--- src/rtl/colour_rom_arbiter.sv ---
`default_nettype none
// ============================================================================
// Module   : colour_rom_arbiter
// Brief    : Shares one single-port 8x24 colour ROM between NUM_REQ requesters
//            and returns each RGB word tagged with the requester that asked.
//            Define COLOUR_ARB_RR_EN for round-robin arbitration, otherwise
//            fixed priority (lowest index wins).
// Revision : 1.0 - initial release
// ============================================================================
module colour_rom_arbiter #(
    parameter int NUM_REQ      = 2,
    parameter int READ_LATENCY = 1,
    parameter int ID_W         = $clog2(NUM_REQ)
) (
    input  logic                   clk,
    input  logic                   rst_n,
    input  logic [NUM_REQ-1:0]     req_valid,
    input  logic [3*NUM_REQ-1:0]   req_colour,
    output logic [NUM_REQ-1:0]     req_ready,
    output logic                   mem_en,
    output logic [2:0]             mem_addr,
    input  logic [23:0]            mem_rdata,
    output logic [NUM_REQ-1:0]     rsp_valid,
    output logic [23:0]            rsp_rgb,
    output logic [ID_W-1:0]        rsp_id
);

    localparam int c_last_stage = READ_LATENCY - 1;

    logic                               w_grant_vld;
    logic [ID_W-1:0]                    w_grant_id;
    int                                 w_idx;
    logic [READ_LATENCY-1:0]            r_pipe_vld;
    logic [READ_LATENCY-1:0][ID_W-1:0]  r_pipe_id;

`ifdef COLOUR_ARB_RR_EN
    logic [ID_W-1:0]                    r_ptr;
`endif

    // Search order starts just after the last winner (round-robin) or at 0.
    always_comb begin
        w_grant_vld = 1'b0;
        w_grant_id  = '0;
        w_idx       = 0;
        for (int k = 0; k < NUM_REQ; k++) begin
`ifdef COLOUR_ARB_RR_EN
            w_idx = int'(r_ptr) + 1 + k;
            if (w_idx >= NUM_REQ) begin
                w_idx = w_idx - NUM_REQ;
            end
`else
            w_idx = k;
`endif
            if (rst_n && !w_grant_vld && req_valid[w_idx[ID_W-1:0]]) begin
                w_grant_vld = 1'b1;
                w_grant_id  = w_idx[ID_W-1:0];
            end
        end
    end

    always_comb begin
        req_ready = '0;
        for (int i = 0; i < NUM_REQ; i++) begin
            req_ready[i] = w_grant_vld && (w_grant_id == ID_W'(i));
        end
    end

    assign mem_en   = w_grant_vld;
    assign mem_addr = w_grant_vld ? req_colour[3*w_grant_id +: 3] : 3'd0;

    // The tag pipeline mirrors the ROM latency so the last stage lines up
    // with the cycle in which mem_rdata belongs to that requester.
    always_ff @(posedge clk or negedge rst_n) begin
        if (!rst_n) begin
            r_pipe_vld <= '0;
            r_pipe_id  <= '0;
            rsp_valid  <= '0;
            rsp_rgb    <= 24'h0;
            rsp_id     <= '0;
        end else begin
            r_pipe_vld[0] <= w_grant_vld;
            r_pipe_id[0]  <= w_grant_id;
            for (int s = 1; s < READ_LATENCY; s++) begin
                r_pipe_vld[s] <= r_pipe_vld[s-1];
                r_pipe_id[s]  <= r_pipe_id[s-1];
            end
            if (r_pipe_vld[c_last_stage]) begin
                rsp_rgb <= mem_rdata;
                rsp_id  <= r_pipe_id[c_last_stage];
            end
            for (int i = 0; i < NUM_REQ; i++) begin
                rsp_valid[i] <= r_pipe_vld[c_last_stage] &&
                                (r_pipe_id[c_last_stage] == ID_W'(i));
            end
        end
    end

`ifdef COLOUR_ARB_RR_EN
    // Pointer only moves on an acceptance; idle cycles keep the rotation.
    always_ff @(posedge clk or negedge rst_n) begin
        if (!rst_n) begin
            r_ptr <= ID_W'(NUM_REQ - 1);
        end else if (w_grant_vld) begin
            r_ptr <= w_grant_id;
        end
    end
`endif

endmodule
`default_nettype wire
--- config.mk ---
export PLATFORM = sky130hd
export DESIGN_NAME = colour_rom_arbiter
export DESIGN_NICKNAME = d
export VERILOG_FILES = /design/src/rtl/colour_rom_arbiter.sv
export SDC_FILE = /design/constraint.sdc
export NUM_CORES = 1
export LEC_CHECK = 0
export BUFFER_PORTS_ARGS = -buffer_cell sky130_fd_sc_hd__clkbuf_2
export CORE_ASPECT_RATIO = 0.5
export CORE_MARGIN = 3
export CORE_UTILIZATION = 43
export DETAILED_ROUTE_END_ITERATION = 7
export HOLD_SLACK_MARGIN = 0.08
export PLACE_DENSITY_LB_ADDON = 0.08
export SLEW_MARGIN = 10
export SYNTH_ARGS = -nofsm -noshare
export SYNTH_HDL_FRONTEND = slang
export SYNTH_SLANG_ARGS = --single-unit
--- constraint.sdc ---
create_clock -name clk -period 1.5 [get_ports clk]
set_clock_uncertainty 0.05 [all_clocks]
set_input_delay 0.225 -clock clk [delete_from_list [all_inputs] [get_ports clk]]
set_output_delay 0.225 -clock clk [all_outputs]
set_load 0.01 [all_outputs]
* Word level (Yosys, flattened, before mapping)
Index checks and enable logic that the tools add are counted.
Storage, ports and cells: bits of input ports 34, register bits after elaboration 29, logic and storage cells 21
Cells by class: shift-type cells 1, reductions and logical operators 8, bitwise operators 2, multiply operators 1, multiplexer cells 4
Operator list (number):
- $logic_and A1 B1 Y1 | 7
- $shiftx A6 B4 Y3 | 1
- $mul A2 B1 Y3 const A | 1
- $mux W1 | 3
- $mux W3 | 1
- $not A1 Y1 | 2
- $logic_not A1 Y1 | 1

* Logic depth before layout (Yosys ltp)
word-level depth 9, mapped depth 3

* Worst setup path after synthesis
Ideal clock, no wire load.
path type flip-flop to flip-flop, from reg r_pipe_vld, to reg rsp_rgb[0], setup time 0.125 ns, period minus slack after synthesis 1.089 ns, buffers on the path 2, cell stages (with the launch flop) 4, path slack 0.411 ns, arrival 0.913 ns, path through dfrtp_1 -> buf_6 -> buf_12 -> mux2_4
RTL lines:
- start: declaration | RTL line 33 | logic [READ_LATENCY-1:0] r_pipe_vld;
- start signal: indexed assignment | RTL line 84 | r_pipe_vld[s] <= r_pipe_vld[s-1];
- end signal: assignment | RTL line 88 | rsp_rgb <= mem_rdata;
- end: declaration | RTL line 24 | output logic [23:0] rsp_rgb,
No word-level cell between the ends.

* Worst setup path after layout
from in rst_n, to out mem_addr[1]
On the way: word-level cells in the longest chain between the ends 9, elaborated cells on any way between the ends 10, classes of those cells mul (1); shift (1); mux (4); reduce/logical (4)
RTL lines:
- start: declaration | RTL line 16 | input logic rst_n,
- $logic_and A1 B1 Y1 | RTL line 54 | if (rst_n && !w_grant_vld && req_valid[w_idx[ID_W-1:0]]) begin
- $mux W1 | RTL line 54
- $logic_not A1 Y1 | RTL line 54
- $logic_and A1 B1 Y1 (2 in a row) | RTL line 54
- $mux W1 | RTL line 54
- $mul A2 B1 Y3 | RTL line 69 | assign mem_addr = w_grant_vld ? req_colour[3*w_grant_id +: 3] : 3'd0;
- $shiftx A6 B4 Y3 | RTL line 69
- $mux W3 (*) | RTL line 69
- end: declaration | RTL line 21 | output logic [2:0] mem_addr,
Every way passes the cells marked *; elsewhere a longest branch is shown, timed or not.

==> results.toml <==
[critical_path]
worstSetupPathType = "primary input to output pin"
r2r_slack_ns = 0.39
arrival_ns = 1.01
cp-start-kind = "primary input"
regToRegEndpoint = "rsp_id"
cp_max_fo = 5
cp.required_ns = 1.22
crit_end = "mem_addr[1]"
worst_setup_path_end_kind = "output pin"
r2r_cells = 2
crit_start = "rst_n"
r2r_start = "r_pipe_vld"

[clock_tree]
cts_setup_buffers = 0
clkTransAtPathRegs_ns = 0.06
clock-sinks = 29
clk_latency_ns = 0.27
cts_buffers = 5
cts.htree.levels = 2
clock_path_buffers = 2
cts_tree = "done"
root_buffer = "clkbuf_8"

[power]
clkPwrFrac_pct = 34.2
p_leak_nw = 0.891
p_comb_share_pct = 19.6
power_switching_share_pct = 24.5
switching_power_w = 0.000490
cellInternalPower_w = 0.00151
p_per_area_nw_per_um2 = 1210
vdd_drop_max_mv = 0.601
pwr-share-seq_pct = 46.2

[sta]
tightest_slew_ns = 0.361
drv_slew = 0
final.setup.tns_ns = 0
hold_slack_ns = 0.133
rsz0062_at_grt = "no"
min_period_over_period_pct = 85.9
hold_viol_final = 0
setup_viol = 0
fin_crit_ns = 1.29
fmax_ghz = 0.776
slew_headroom_pct = 76.0

[yosys]
syn_inst = 67
syn_area_sq_um = 1200
synth.yosys.seq_area_share_pct = 60.7
syn_nets = 101
ys_warn_count = 0
avgSynthCellArea_sq_um = 17.9
ys_types = 10
yosys_register_bits = 29

[floorplanning]
dieArea_sq_um = 3490
die_h_um = 43.3
core_sq_um = 2420
start_util_pct = 49.5
pin_count = 67
die_w_um = 80.6
rows = 12

[placement]
port_buffers = 66
detailed_place_hpwl_um = 1860
post-place-cells = 168
gp_congestion = 0.620

[global_route]
overflow = 0
grt_pass1_wl_um = 4220
grt_max_degree = 30
antenna_found_initial = 0
grt_pass1_vias = 919
grt_usage_pct = 17.0

[routing]
firstDrtPassIters = 2
avgViaCountPerCell = 4.66
ant_nets = 0
drt_wl_total_um = 2510
drc = 0
wl_per_cell_um = 14.2
num_vias = 824
dr.first_iter.drc_count = 24

[finish]
area_growth_pct = 38.6
nets = 175
fillerInstances = 189
drive_above_1_share_pct = 71.8
diodes = 0
layout.cells.non_filler = 177

[run_status]
status = "finished, final reports clean"

[min_path]
hold_class = "primary input to flip-flop"

[job]
maxCapViolCount = 0
[sequential cells by signal, summed over array words and instances, names as in the netlist]
register,flops
rsp_valid,2
rsp_id,1
rsp_rgb,24
r_pipe_id,1
r_pipe_vld,1
[critical path, stage by stage]
cell      delay, ns
clkbuf_2       0.14
nor2b_1        0.30
a32o_1         0.21
clkbuf_2       0.13
[cell type report]
class,count,area (sq um),area share (%)
Multi-Input combinational cell,35,424,25.6
Clock buffer,7,96.3,5.81
Timing Repair Buffer,70,363,21.9
Tap cell,35,43.8,2.64
Clock inverter,1,5.00,0.302
Sequential cell,29,726,43.8
[placed cells by master, fill, tap and decap left out]
cell	n
a32o_1	3
and2_1	4
buf_4	3
clkbuf_2	66
clkbuf_8	7
clkinv_2	1
dfrtp_1	29
dlygate4sd3_1	1
mux2_2	7
mux2_4	18
nor2b_1	2
o21a_1	1
[timing repair]
| item | 4_1_cts | 5_1_grt |
|---|---|---|
| hold buffers | 1 | 0 |
| gates resized for setup | 0 | 0 |
| endpoints found under the hold margin | 29 | 0 |
[kinds of logic after synthesis]
| family | share of synthesized area (%) |
|---|---|
| AO/OA/AOI/OAI | 3.14 |
| AND/OR/NAND/NOR | 3.14 |
| flip-flops | 60.7 |
| buffers and inverters | 3.87 |
| multiplexers | 29.2 |
[cells in the mapped netlist, drive strengths merged]
master	number	area share, %
dfrtp	29	61
nor2b	2	1.0
buf	3	3.9
mux2	25	29
and2	4	2.1
a32o	3	2.5
o21a	1	0.63
[how the worst min path moves through the flow]
| stage | start | to | cells past startpoint |
|---|---|---|---|
| after floorplan | rst_n | r_pipe_id | 0 |
| after global placement | rst_n | rsp_valid[1] | 2 |
| after detailed placement | rst_n | rsp_rgb[15] | 2 |
| after CTS | mem_rdata[12] | rsp_rgb[12] | 2 |
| after global routing | mem_rdata[14] | rsp_rgb[14] | 2 |
| final | mem_rdata[12] | rsp_rgb[12] | 2 |
[through the flow]
step	instance area (sq um)	total power, W	utilization (%)	setup WS, ns
floorplan	1200	0.00116	-	0.411
global placement	1550	0.00132	64.0	0.262
detailed placement	1550	0.00133	64.0	0.215
CTS	1660	0.00203	68.6	0.219
global route	1660	0.00211	68.6	0.0943
finish	1660	0.00200	68.6	0.211
[power by group through the flow]
| stage | clock network [W] | registers (W) | logic [W] |
|---|---|---|---|
| 4_1_cts | 0.000704 | 0.000926 | 0.000400 |
| 6_report | 0.000686 | 0.000926 | 0.000393 |
| 5_1_grt | 0.000745 | 0.000940 | 0.000428 |
| 3_3_place_gp | 0 | 0.000934 | 0.000391 |
| 2_1_floorplan | 0 | 0.000979 | 0.000179 |
| 3_5_place_dp | 0 | 0.000938 | 0.000396 |
[routing by layer]
metal  track usage (%)  part of all wire, %  vias up
li1                  -                    -      382
met3              6.57                   10        2
met4              8.08                  1.1        0
met2              26.6                   45       45
met1              20.7                   44      395
met5                 0                    0        -
(Power assumes the default switching activity.)
